**src/rtl/hack_pkg.sv**
```systemverilog
// Shared types and constants for the Hack1 serial program loader.
package hack_pkg;

    localparam int unsigned UART_DATA_BITS = 8;
    localparam int unsigned UART_STOP_BITS = 1;

    typedef enum logic [1:0] {
        CNT_HI,
        CNT_LO,
        DAT_HI,
        DAT_LO
    } loader_state_e;

    typedef enum logic [1:0] {
        RX_IDLE,
        RX_START,
        RX_DATA,
        RX_STOP
    } rx_state_e;

endpackage

```
**src/rtl/uart_rx.sv**
```systemverilog
// 8N1 UART receiver: 2-flop synchronizer, mid-bit sampling, one-cycle byte/error pulses.
module uart_rx
    import hack_pkg::*;
#(
    parameter int unsigned CLKS_PER_BIT = 217
) (
    input  logic                      clk,
    input  logic                      reset_n,
    input  logic                      rx,
    output logic [UART_DATA_BITS-1:0] data,
    output logic                      byte_valid,
    output logic                      frame_err
);

    localparam int unsigned HALF     = CLKS_PER_BIT / 2;
    localparam int unsigned STOP_END = UART_STOP_BITS * CLKS_PER_BIT;
    localparam int unsigned CW       = $clog2(STOP_END + 1);
    localparam int unsigned BW       = $clog2(UART_DATA_BITS);

    rx_state_e                 r_state;
    logic                      r_rx_meta;
    logic                      r_rx_s;
    logic                      r_rx_prev;
    logic [CW-1:0]             r_cnt;
    logic [BW-1:0]             r_bit;
    logic [UART_DATA_BITS-1:0] r_shift;
    logic                      r_byte_valid;
    logic                      r_frame_err;

    always_ff @(posedge clk or negedge reset_n) begin
        if (!reset_n) begin
            r_state      <= RX_IDLE;
            r_rx_meta    <= 1'b1;
            r_rx_s       <= 1'b1;
            r_rx_prev    <= 1'b1;
            r_cnt        <= '0;
            r_bit        <= '0;
            r_shift      <= '0;
            r_byte_valid <= 1'b0;
            r_frame_err  <= 1'b0;
        end else begin
            r_rx_meta    <= rx;
            r_rx_s       <= r_rx_meta;
            r_rx_prev    <= r_rx_s;
            r_byte_valid <= 1'b0;
            r_frame_err  <= 1'b0;
            case (r_state)
                RX_IDLE: begin
                    if (r_rx_prev && !r_rx_s) begin
                        r_state <= RX_START;
                        r_cnt   <= '0;
                    end
                end
                RX_START: begin
                    // A start bit that is high again at its midpoint was a glitch.
                    if (r_cnt == CW'(HALF - 1)) begin
                        r_cnt   <= '0;
                        r_bit   <= '0;
                        r_state <= r_rx_s ? RX_IDLE : RX_DATA;
                    end else begin
                        r_cnt <= r_cnt + 1'b1;
                    end
                end
                RX_DATA: begin
                    if (r_cnt == CW'(CLKS_PER_BIT - 1)) begin
                        r_cnt   <= '0;
                        r_shift <= {r_rx_s, r_shift[UART_DATA_BITS-1:1]};
                        if (r_bit == BW'(UART_DATA_BITS - 1)) begin
                            r_state <= RX_STOP;
                        end else begin
                            r_bit <= r_bit + 1'b1;
                        end
                    end else begin
                        r_cnt <= r_cnt + 1'b1;
                    end
                end
                RX_STOP: begin
                    if (r_cnt == CW'(STOP_END - 1)) begin
                        r_byte_valid <= r_rx_s;
                        r_frame_err  <= ~r_rx_s;
                        r_state      <= RX_IDLE;
                    end else begin
                        r_cnt <= r_cnt + 1'b1;
                    end
                end
                default: r_state <= RX_IDLE;
            endcase
        end
    end

    assign data       = r_shift;
    assign byte_valid = r_byte_valid;
    assign frame_err  = r_frame_err;

endmodule

```
**src/rtl/rom_loader.sv**
```systemverilog
// Serial Hack program loader: count-prefixed word stream from UART into instruction memory,
// holding the CPU in reset while the load runs.
module rom_loader
    import hack_pkg::*;
#(
    parameter int unsigned CLKS_PER_BIT = 217,
    parameter int unsigned DEPTH        = 256
) (
    input  logic        clk,
    input  logic        reset_n,
    input  logic        rx,
    output logic        loadRUN,
    output logic        romLoad,
    output logic [15:0] romAddress,
    output logic [15:0] romIn,
    output logic        loadErr
);

    localparam logic [16:0] DEPTH_LIM = 17'(DEPTH);

    logic [7:0]    w_byte;
    logic          w_byte_valid;
    logic          w_frame_err;

    loader_state_e r_state;
    logic [7:0]    r_cnt_hi;
    logic [7:0]    r_hi;
    logic [15:0]   r_remain;
    logic [15:0]   r_addr;
    logic          r_load_run;
    logic          r_rom_load;
    logic [15:0]   r_rom_addr;
    logic [15:0]   r_rom_in;
    logic          r_load_err;

    uart_rx #(
        .CLKS_PER_BIT(CLKS_PER_BIT)
    ) u_uart_rx (
        .clk       (clk),
        .reset_n   (reset_n),
        .rx        (rx),
        .data      (w_byte),
        .byte_valid(w_byte_valid),
        .frame_err (w_frame_err)
    );

    always_ff @(posedge clk or negedge reset_n) begin
        if (!reset_n) begin
            r_state    <= CNT_HI;
            r_cnt_hi   <= '0;
            r_hi       <= '0;
            r_remain   <= '0;
            r_addr     <= '0;
            r_load_run <= 1'b0;
            r_rom_load <= 1'b0;
            r_rom_addr <= '0;
            r_rom_in   <= '0;
            r_load_err <= 1'b0;
        end else begin
            r_rom_load <= 1'b0;
            if (w_frame_err) begin
                r_load_err <= 1'b1;
            end
            if (w_byte_valid) begin
                case (r_state)
                    CNT_HI: begin
                        r_cnt_hi   <= w_byte;
                        r_load_run <= 1'b1;
                        r_load_err <= 1'b0;
                        r_state    <= CNT_LO;
                    end
                    CNT_LO: begin
                        r_remain <= {r_cnt_hi, w_byte};
                        r_addr   <= '0;
                        if ({r_cnt_hi, w_byte} == 16'd0) begin
                            r_load_run <= 1'b0;
                            r_state    <= CNT_HI;
                        end else begin
                            r_state <= DAT_HI;
                        end
                    end
                    DAT_HI: begin
                        r_hi    <= w_byte;
                        r_state <= DAT_LO;
                    end
                    DAT_LO: begin
                        r_rom_in   <= {r_hi, w_byte};
                        r_rom_addr <= r_addr;
                        // Words past the end of memory are dropped but still consumed.
                        if ({1'b0, r_addr} < DEPTH_LIM) begin
                            r_rom_load <= 1'b1;
                        end else begin
                            r_load_err <= 1'b1;
                        end
                        r_addr   <= r_addr + 16'd1;
                        r_remain <= r_remain - 16'd1;
                        if (r_remain == 16'd1) begin
                            r_load_run <= 1'b0;
                            r_state    <= CNT_HI;
                        end else begin
                            r_state <= DAT_HI;
                        end
                    end
                    default: r_state <= CNT_HI;
                endcase
            end
        end
    end

    assign loadRUN    = r_load_run;
    assign romLoad    = r_rom_load;
    assign romAddress = r_rom_addr;
    assign romIn      = r_rom_in;
    assign loadErr    = r_load_err;

endmodule
```
**config.mk**
```make
export PLATFORM = sky130hd
export DESIGN_NAME = rom_loader
export DESIGN_NICKNAME = d
export VERILOG_FILES = /design/src/rtl/hack_pkg.sv /design/src/rtl/uart_rx.sv /design/src/rtl/rom_loader.sv
export SDC_FILE = /design/constraint.sdc
export NUM_CORES = 1
export LEC_CHECK = 0
export ABC_AREA = 1
export CAP_MARGIN = 20
export CORE_AREA = 2 2 103 105
export DETAILED_ROUTE_END_ITERATION = 12
export DIE_AREA = 0 0 105 107
export GPL_TIMING_DRIVEN = 0
export PLACE_DENSITY = 0.75
export REMOVE_ABC_BUFFERS = 1
export SLEW_MARGIN = 15
export SYNTH_ARGS = -nofsm -noshare
export SYNTH_HDL_FRONTEND = slang
export SYNTH_SLANG_ARGS = --single-unit
```
**constraint.sdc**
```tcl
create_clock -name clk -period 3.23 [get_ports clk]
set_clock_uncertainty 0.15 [all_clocks]
set_input_delay 0.323 -clock clk [delete_from_list [all_inputs] [get_ports clk]]
set_output_delay 0.323 -clock clk [all_outputs]
set_load 0.02 [all_outputs]
```
==> key figures, run 1 <==
Status
  – Outcome: finished clean

Final layout
  – Nets: 749
  – Storage element area: between 2000 and 3000 um^2
  – Post-Layout Inst Area: 6200 um^2
  – N_diodes: 0
  – Area of the multi-input gates: between 2000 and 2500 um^2
  – Commonest non-fill, non-tap cell in the layout: nand2_1
  – Area growth syn-to-layout: 12.9%
  – Non-filler cells, final: 875
  – Filler instances: 927
  – Core Util, Final: around 60%
  – Commonest non-fill, non-tap cells in the layout: nand2_1, dfrtp_1, nor2_1
  – Proportion of layout cells with a drive suffix above 1: 6.22%

STA
  – Crit path time final: about 2800 ps
  – F_max: 354 MHz
  – Final period util: 87.5%
  – Hold_ws: roughly 190 ps
  – Slew Viols, Final: 0
  – RSZ-0062 raised after global routing: no
  – Slew @ Worst Pin: 759 ps
  – Finish-stage setup viols: 0
  – Final-report hold violation count: 0
  – Max-slew headroom: about half

Setup path
  – CP Cell Sequence: ha_2 -> nand2_2 -> inv_1 -> nand2_1 -> a21oi_1
  – CP Launch Type: register
  – CP endpoint kind: register
  – Critical Path Fanout Max: 32
  – WP buf/inv: 1
  – R2R Path Start: r_state[1]$_DFFE_PN0P_
  – Required @ worst endpoint: 3390 ps
  – CP startpoint: r_state[1]$_DFFE_PN0P_
  – WP data arrival: 2980 ps
  – Crit-path max cell delay: roughly 720 ps
  – Critical path class: register to register
  – Slowest stage cell, crit path: inv_1
  – CP top delay family: buffers and inverters

Die
  – Die X: 105 um
  – # rows: 37
  – IO Count: 38
  – Die ar.: around 11,000 um^2
  – CORE AREA: 10,100 um^2
  – Initial Util: 54.5%
  – Die Y-Extent: 107 um

GRT
  – Met3 Usage GRT: about 3.1%
  – GRT overflow: 0
  – M2 GR Usage: 36.7%
  – Pin count of the biggest net entering global routing: 70
  – Initial antenna violation count: 0
  – First-pass GRT wire length: 20.5 mm
  – Met1 Use GR: 30.4%
  – GRT Total Usage: ~22%
  – GRT Max-Usage Layer: met2
  – Number of global-route vias before repair: 4,466

Clocking
  – Root Buffer: clkbuf_8
  – Clk buf depth: 2
  – CTS Buf Count: 9
  – Insertion delay to the later sink of the worst-skew pair: 380 ps
  – H-tree depth: 3
  – Clock-pin slew on the worst setup and hold paths: approximately 100 ps
  – # clock sinks: 111
  – CTS tree: yes

Route
  – Vias: 4,651
  – Total wire length: 11.6 mm
  – Via density per instance: 5.32
  – DR WL/cell: around 13 um
  – Final ANT Viol Nets: 0
  – DRC violations left: 0
  – DRT Pass-1 Iters: 5
  – Detailed router's first-iteration violation count: 224

Synthesis
  – Syn avg cell area: 7.83 um^2
  – Mapped Area: 5500 um^2
  – Share of the synthesized area in the top cell type: 49.2%
  – Cells after Synth: 702
  – Register bit total from synthesis: 111
  – Library cells used by synthesis: 37
  – Share of the yosys chip area belonging to registers: just over 50%
  – Post-synth top area cell: dfrtp_1
  – YS warnings: 0
  – Top cells by area, synth: dfrtp_1, nand2_1, o21ai_0

Placement
  – GP Congestion: 0.851
  – DP Cell Count: 858
  – Hpwl dp: 8.34 mm
  – Post-placement cell area: approximately 6000 um^2
  – # port buffers: 37

Min path
  – Hold/Removal Path Class: input port to register
  – Min-delay src: rx

Power and ir drop
  – Power per standard cell area: 412 nW/um^2
  – VDD IR max: 0.000280 V
  – Pleak: 3.09 nW

Run
  – Max_cap viols: 0
kinds of logic after synthesis:
logic type / after synthesis / share of synthesized area, %
xor gates and xnor gates: 1 / 0.159
adders and majority gates: 12 / 2.73
DFF: 111 / 50.6
buffers and inverters: 95 / 6.94
AOI/OAI and AO/OA: 104 / 10.3
and+or+nand+nor: 379 / 29.3
per-stage QoR:
stage          worst slack [ps]  power (mW)  TNS (ps)
6_report                    405        2.55         0
5_1_grt                     134        2.69         0
4_1_cts                     425        2.57         0
3_5_place_dp               -104        1.79      -476
3_3_place_gp              -2470        1.77   -294080
2_1_floorplan               118        1.69         0
sequential cells by signal, summed over array words and instances (netlist names), named ones only:
register	flops
r_hi	8
loadRUN	1
romAddress	16
u_uart_rx.r_state	1
u_uart_rx.data	8
romIn	16
u_uart_rx.byte_valid	1
r_cnt_hi	8
u_uart_rx.r_bit	3
r_addr	16
u_uart_rx.r_rx_prev	1
r_remain	16
u_uart_rx.r_rx_s	1
u_uart_rx.frame_err	1
r_state	2
u_uart_rx.r_rx_meta	1
u_uart_rx.r_cnt	8
romLoad	1
loadErr	1
per-layer routing:
layer | share of wire, % | up-vias
li1 | - | 2305
met1 | 46 | 2228
met2 | 48 | 105
met3 | 4.4 | 13
met4 | 1.7 | 0
met5 | 0 | -
final cells by class:
class	instances	share of cell area [%]
Tap cell	136	2.74
Timing Repair Buffer	40	7.04
Inverter	76	4.60
Sequential cell	111	44.8
Clock inverter	5	0.686
Clock buffer	11	2.28
Multi-Input combinational cell	496	37.8
report_power, final:
part           internal (mW)  total, mW  switching, mW
logic                 0.0853      0.294          0.209
registers               1.42       1.47         0.0482
clock network          0.309      0.787          0.478
final timing paths:
path | to | slack [ps] | cells past startpoint
setup / recovery | r_addr[6]$_DFFE_PN0P_ | 400 | 5
hold / removal | u_uart_rx.r_rx_meta$_DFF_PN1_ | 190 | 1
min in group asynchronous | r_addr[12]$_DFFE_PN0P_ | 270 | 2
max in group asynchronous | u_uart_rx.r_rx_prev$_DFF_PN1_ | 1960 | 3
hold reg to reg | u_uart_rx.r_rx_s$_DFF_PN1_ | 220 | 0
setup reg to reg | r_addr[6]$_DFFE_PN0P_ | 400 | 5
cells in the mapped netlist, drive strengths merged:
master  count
nor2       81
o22ai       3
nand3      49
ha         12
nand4       9
nor3b       1
nand2     223
o21a        1
a22oi       3
xnor2       1
o211ai      2
a21oi      11
or2         2
o21bai      1
nor3        9
inv        75
a22o        1
o21ai      81
o32ai       1
dfstp       3
clkbuf      9
clkinv      1
nand3b      5
dfrtp     108
buf        10
timing repair:
action	4_1_cts	5_1_grt
setup buffers	0	0
hold buffers	1	0
resized for setup	2	0
endpoints found under the setup margin	21	0
endpoints found under the hold margin	42	0
(Power assumes the default switching activity.)
==> run 2, diff against run 1 <==
Settings changed: CORE_AREA 2 2 103 105 to 2 2 108 110, DIE_AREA 0 0 105 107 to 0 0 110 112, PLACE_DENSITY 0.75 to 0.69.
==> run 2 against run 1 <==
  * Clock-buffer cell count fell by 1
  * Highest routed layer unchanged
  * Critical endpoint is now r_remain[10]$_DFFE_PN0P_
  * Sequential share of layout area fell by 0.70 points
  * Fmax rose by 1.8%
  * Largest cell class unchanged
  * Die area rose by 9.7%
  * Utilization fell by 5.1 points
==> key figures, run 2 (same netlist as run 1, synthesis figures left out) <==
Setup path
  – Critical path class: register to register
  – R2R Path Start: r_state[0]$_DFFE_PN0P_
  – CP Launch Type: register
  – CP endpoint kind: register
  – Critical Path Fanout Max: 32 (unchanged)
  – Required @ worst endpoint: 3320 ps (-70 ps)
  – CP startpoint: r_state[0]$_DFFE_PN0P_
  – Crit-path max cell delay: 690 ps (-30 ps)
  – WP data arrival: 2860 ps (-120 ps)
  – CP Cell Sequence: ha_2 -> o21ai_4 -> inv_1 -> o21ai_0 -> o21ai_1
  – Slowest stage cell, crit path: o21ai_4

Status
  – Outcome: finished clean

Clocking
  – Postcts setup bufs: 0 (unchanged)
  – H-tree depth: 3 (unchanged)
  – CTS Buf Count: 9 (unchanged)
  – Clk buf depth: 2 (unchanged)
  – Root Buffer: clkbuf_16
  – Insertion delay to the later sink of the worst-skew pair: 360 ps (-20 ps)
  – # clock sinks: 111 (unchanged)
  – CTS tree: yes
  – Clock-pin slew on the worst setup and hold paths: 80 ps (-20 ps)

Route
  – Via density per instance: 5.26 (-1.1%)
  – DRT Pass-1 Iters: 5 (unchanged)
  – DR WL/cell: 13.7 um (+3.0%)
  – Vias: 4,636 (-0.32%)
  – Detailed router's first-iteration violation count: 319 (+42%)
  – Total wire length: 12.0 mm (+3.8%)
  – Final ANT Viol Nets: 0 (unchanged)
  – DRC violations left: 0 (unchanged)

STA
  – Final period util: 85.9% (-1.6 points)
  – Crit path time final: 2770 ps (-50.3 ps)
  – Final-report hold violation count: 0 (unchanged)
  – Finish-stage setup viols: 0 (unchanged)
  – Setup Total Neg Slack: 0 ps (unchanged)
  – Hold_ws: 213 ps (+23.8 ps)
  – Slew Viols, Final: 0 (unchanged)
  – RSZ-0062 raised after global routing: no
  – F_max: 360 MHz (+1.8%)
  – Worst setup margin: 455 ps (+50.3 ps)
  – Max-slew headroom: 47.3% (-2.0 points)
  – Slew @ Worst Pin: 790 ps (+30.4 ps)

Die
  – Die ar.: 12,300 um^2 (+9.7%)
  – IO Count: 38 (unchanged)
  – # rows: 39 (+5.4%)
  – Die Y-Extent: 112 um (+4.7%)
  – Die X: 110 um (+4.8%)
  – Initial Util: 49.2% (-5.3 points)
  – CORE AREA: 11,200 um^2 (+11%)

GRT
  – GRT overflow: 0 (unchanged)
  – First-pass GRT wire length: 20.7 mm (+0.81%)
  – Initial antenna violation count: 0 (unchanged)
  – Pin count of the biggest net entering global routing: 73 (+4.3%)
  – GRT Total Usage: 21.3% (-1.2 points)
  – Number of global-route vias before repair: 4,395 (-1.6%)

Min path
  – Min-delay src: u_uart_rx.r_rx_meta$_DFF_PN1_
  – Hold/Removal Path Class: register to register

Run
  – Max_cap viols: 0 (unchanged)

Final layout
  – Area growth syn-to-layout: 14.7%
  – Filler instances: 1,055 (+14%)
  – Proportion of layout cells with a drive suffix above 1: 6.22% (unchanged)
  – Commonest non-fill, non-tap cell in the layout: nand2_1
  – Core Util, Final: 56.4% (-5.1 points)
  – Non-filler cells, final: 882 (+0.80%)
  – Storage element area: 2780 um^2 (unchanged)
  – Nets: 749 (unchanged)
  – Commonest non-fill, non-tap cells in the layout: nand2_1, dfrtp_1, nor2_1
  – Area of the multi-input gates: 2340 um^2 (unchanged)
  – N_diodes: 0 (unchanged)

Power and ir drop
  – Clock power frac: 38.1% (+7.2 points)
  – Sequential Power Share: 51.7% (-5.9 points)
  – Pint: 2.05 mW (+13%)
  – Sw power: 0.796 mW (+8.3%)
  – Power per standard cell area: 451 nW/um^2 (+9.6%)
  – Comb pwr share: 10.2% (-1.3 points)
  – VDD IR max: 0.000271 V (-2.9%)
  – Pleak: 3.13 nW (+1.4%)
  – Switch share: 28.0% (-0.79 points)

Placement
  – DP Cell Count: 865 (+0.82%)
  – Hpwl dp: 8.47 mm (+1.6%)
  – # port buffers: 37 (unchanged)
  – Pre-CTS setup slack: -258 ps (-154 ps)
  – GP Congestion: 0.864 (+1.5%)
[run 2: final timing paths]
| kind | endpoint | slack [ps] | cells after the start |
|---|---|---|---|
| max reg2reg | r_remain[10]$_DFFE_PN0P_ | 460 | 5 |
| min in group asynchronous | romAddress[10]$_DFFE_PN0P_ | 280 | 2 |
| min reg2reg | u_uart_rx.r_rx_s$_DFF_PN1_ | 210 | 0 |
| max in group asynchronous | u_uart_rx.r_rx_prev$_DFF_PN1_ | 1950 | 3 |
| max | r_remain[10]$_DFFE_PN0P_ | 460 | 5 |
| min | u_uart_rx.r_rx_s$_DFF_PN1_ | 210 | 0 |
[run 2: critical path: cells and delay by family (launching register included)]
kind	cells	cell delay (ps)
AO/OA/AOI/OAI	3	1100
buffers and inverters	1	560
flip-flops	1	410
adder cells (fa/ha/maj)	1	410
[run 2: area by class of cell]
type,instances,share of cell area [%]
tap,143,2.84
timing repair buffer,40,6.81
sequential,111,44.1
clock buffer,10,3.63
clock inverter,6,0.834
inverter,76,4.53
multi-input combinational,496,37.2
[run 2: per-stage QoR]
step                      power [mW]  instance area, um^2
after detailed placement        1.79                 6000
after global placement          1.78                 5950
final                           2.84                 6300
after floorplan                 1.69                 5400
after CTS                       2.87                 6300
after global routing            2.98                 6300
[run 2: power by group through the flow]
| stage | Clock (mW) | Combinational [mW] | Sequential (mW) |
|---|---|---|---|
| CTS | 1.10 | 0.293 | 1.47 |
| global placement | 0 | 0.280 | 1.50 |
| finish | 1.08 | 0.289 | 1.47 |
| floorplan | 0 | 0.207 | 1.49 |
| detailed placement | 0 | 0.289 | 1.50 |
| global route | 1.17 | 0.335 | 1.48 |
[run 2: what timing repair did]
| item | 4_1_cts | 5_1_grt |
|---|---|---|
| setup endpoints to repair | 19 | 0 |
| hold buffers | 1 | 0 |
| gates resized for setup | 1 | 0 |
| hold endpoints to repair | 37 | 0 |
[run 2: per-layer routing]
metal	global-route usage [%]	wire, um	vias to the layer above
li1	-	-	2302
met1	28.5	5540	2196
met2	33.3	5680	117
met3	3.51	509	21
met4	10.5	315	0
met5	0	0	-
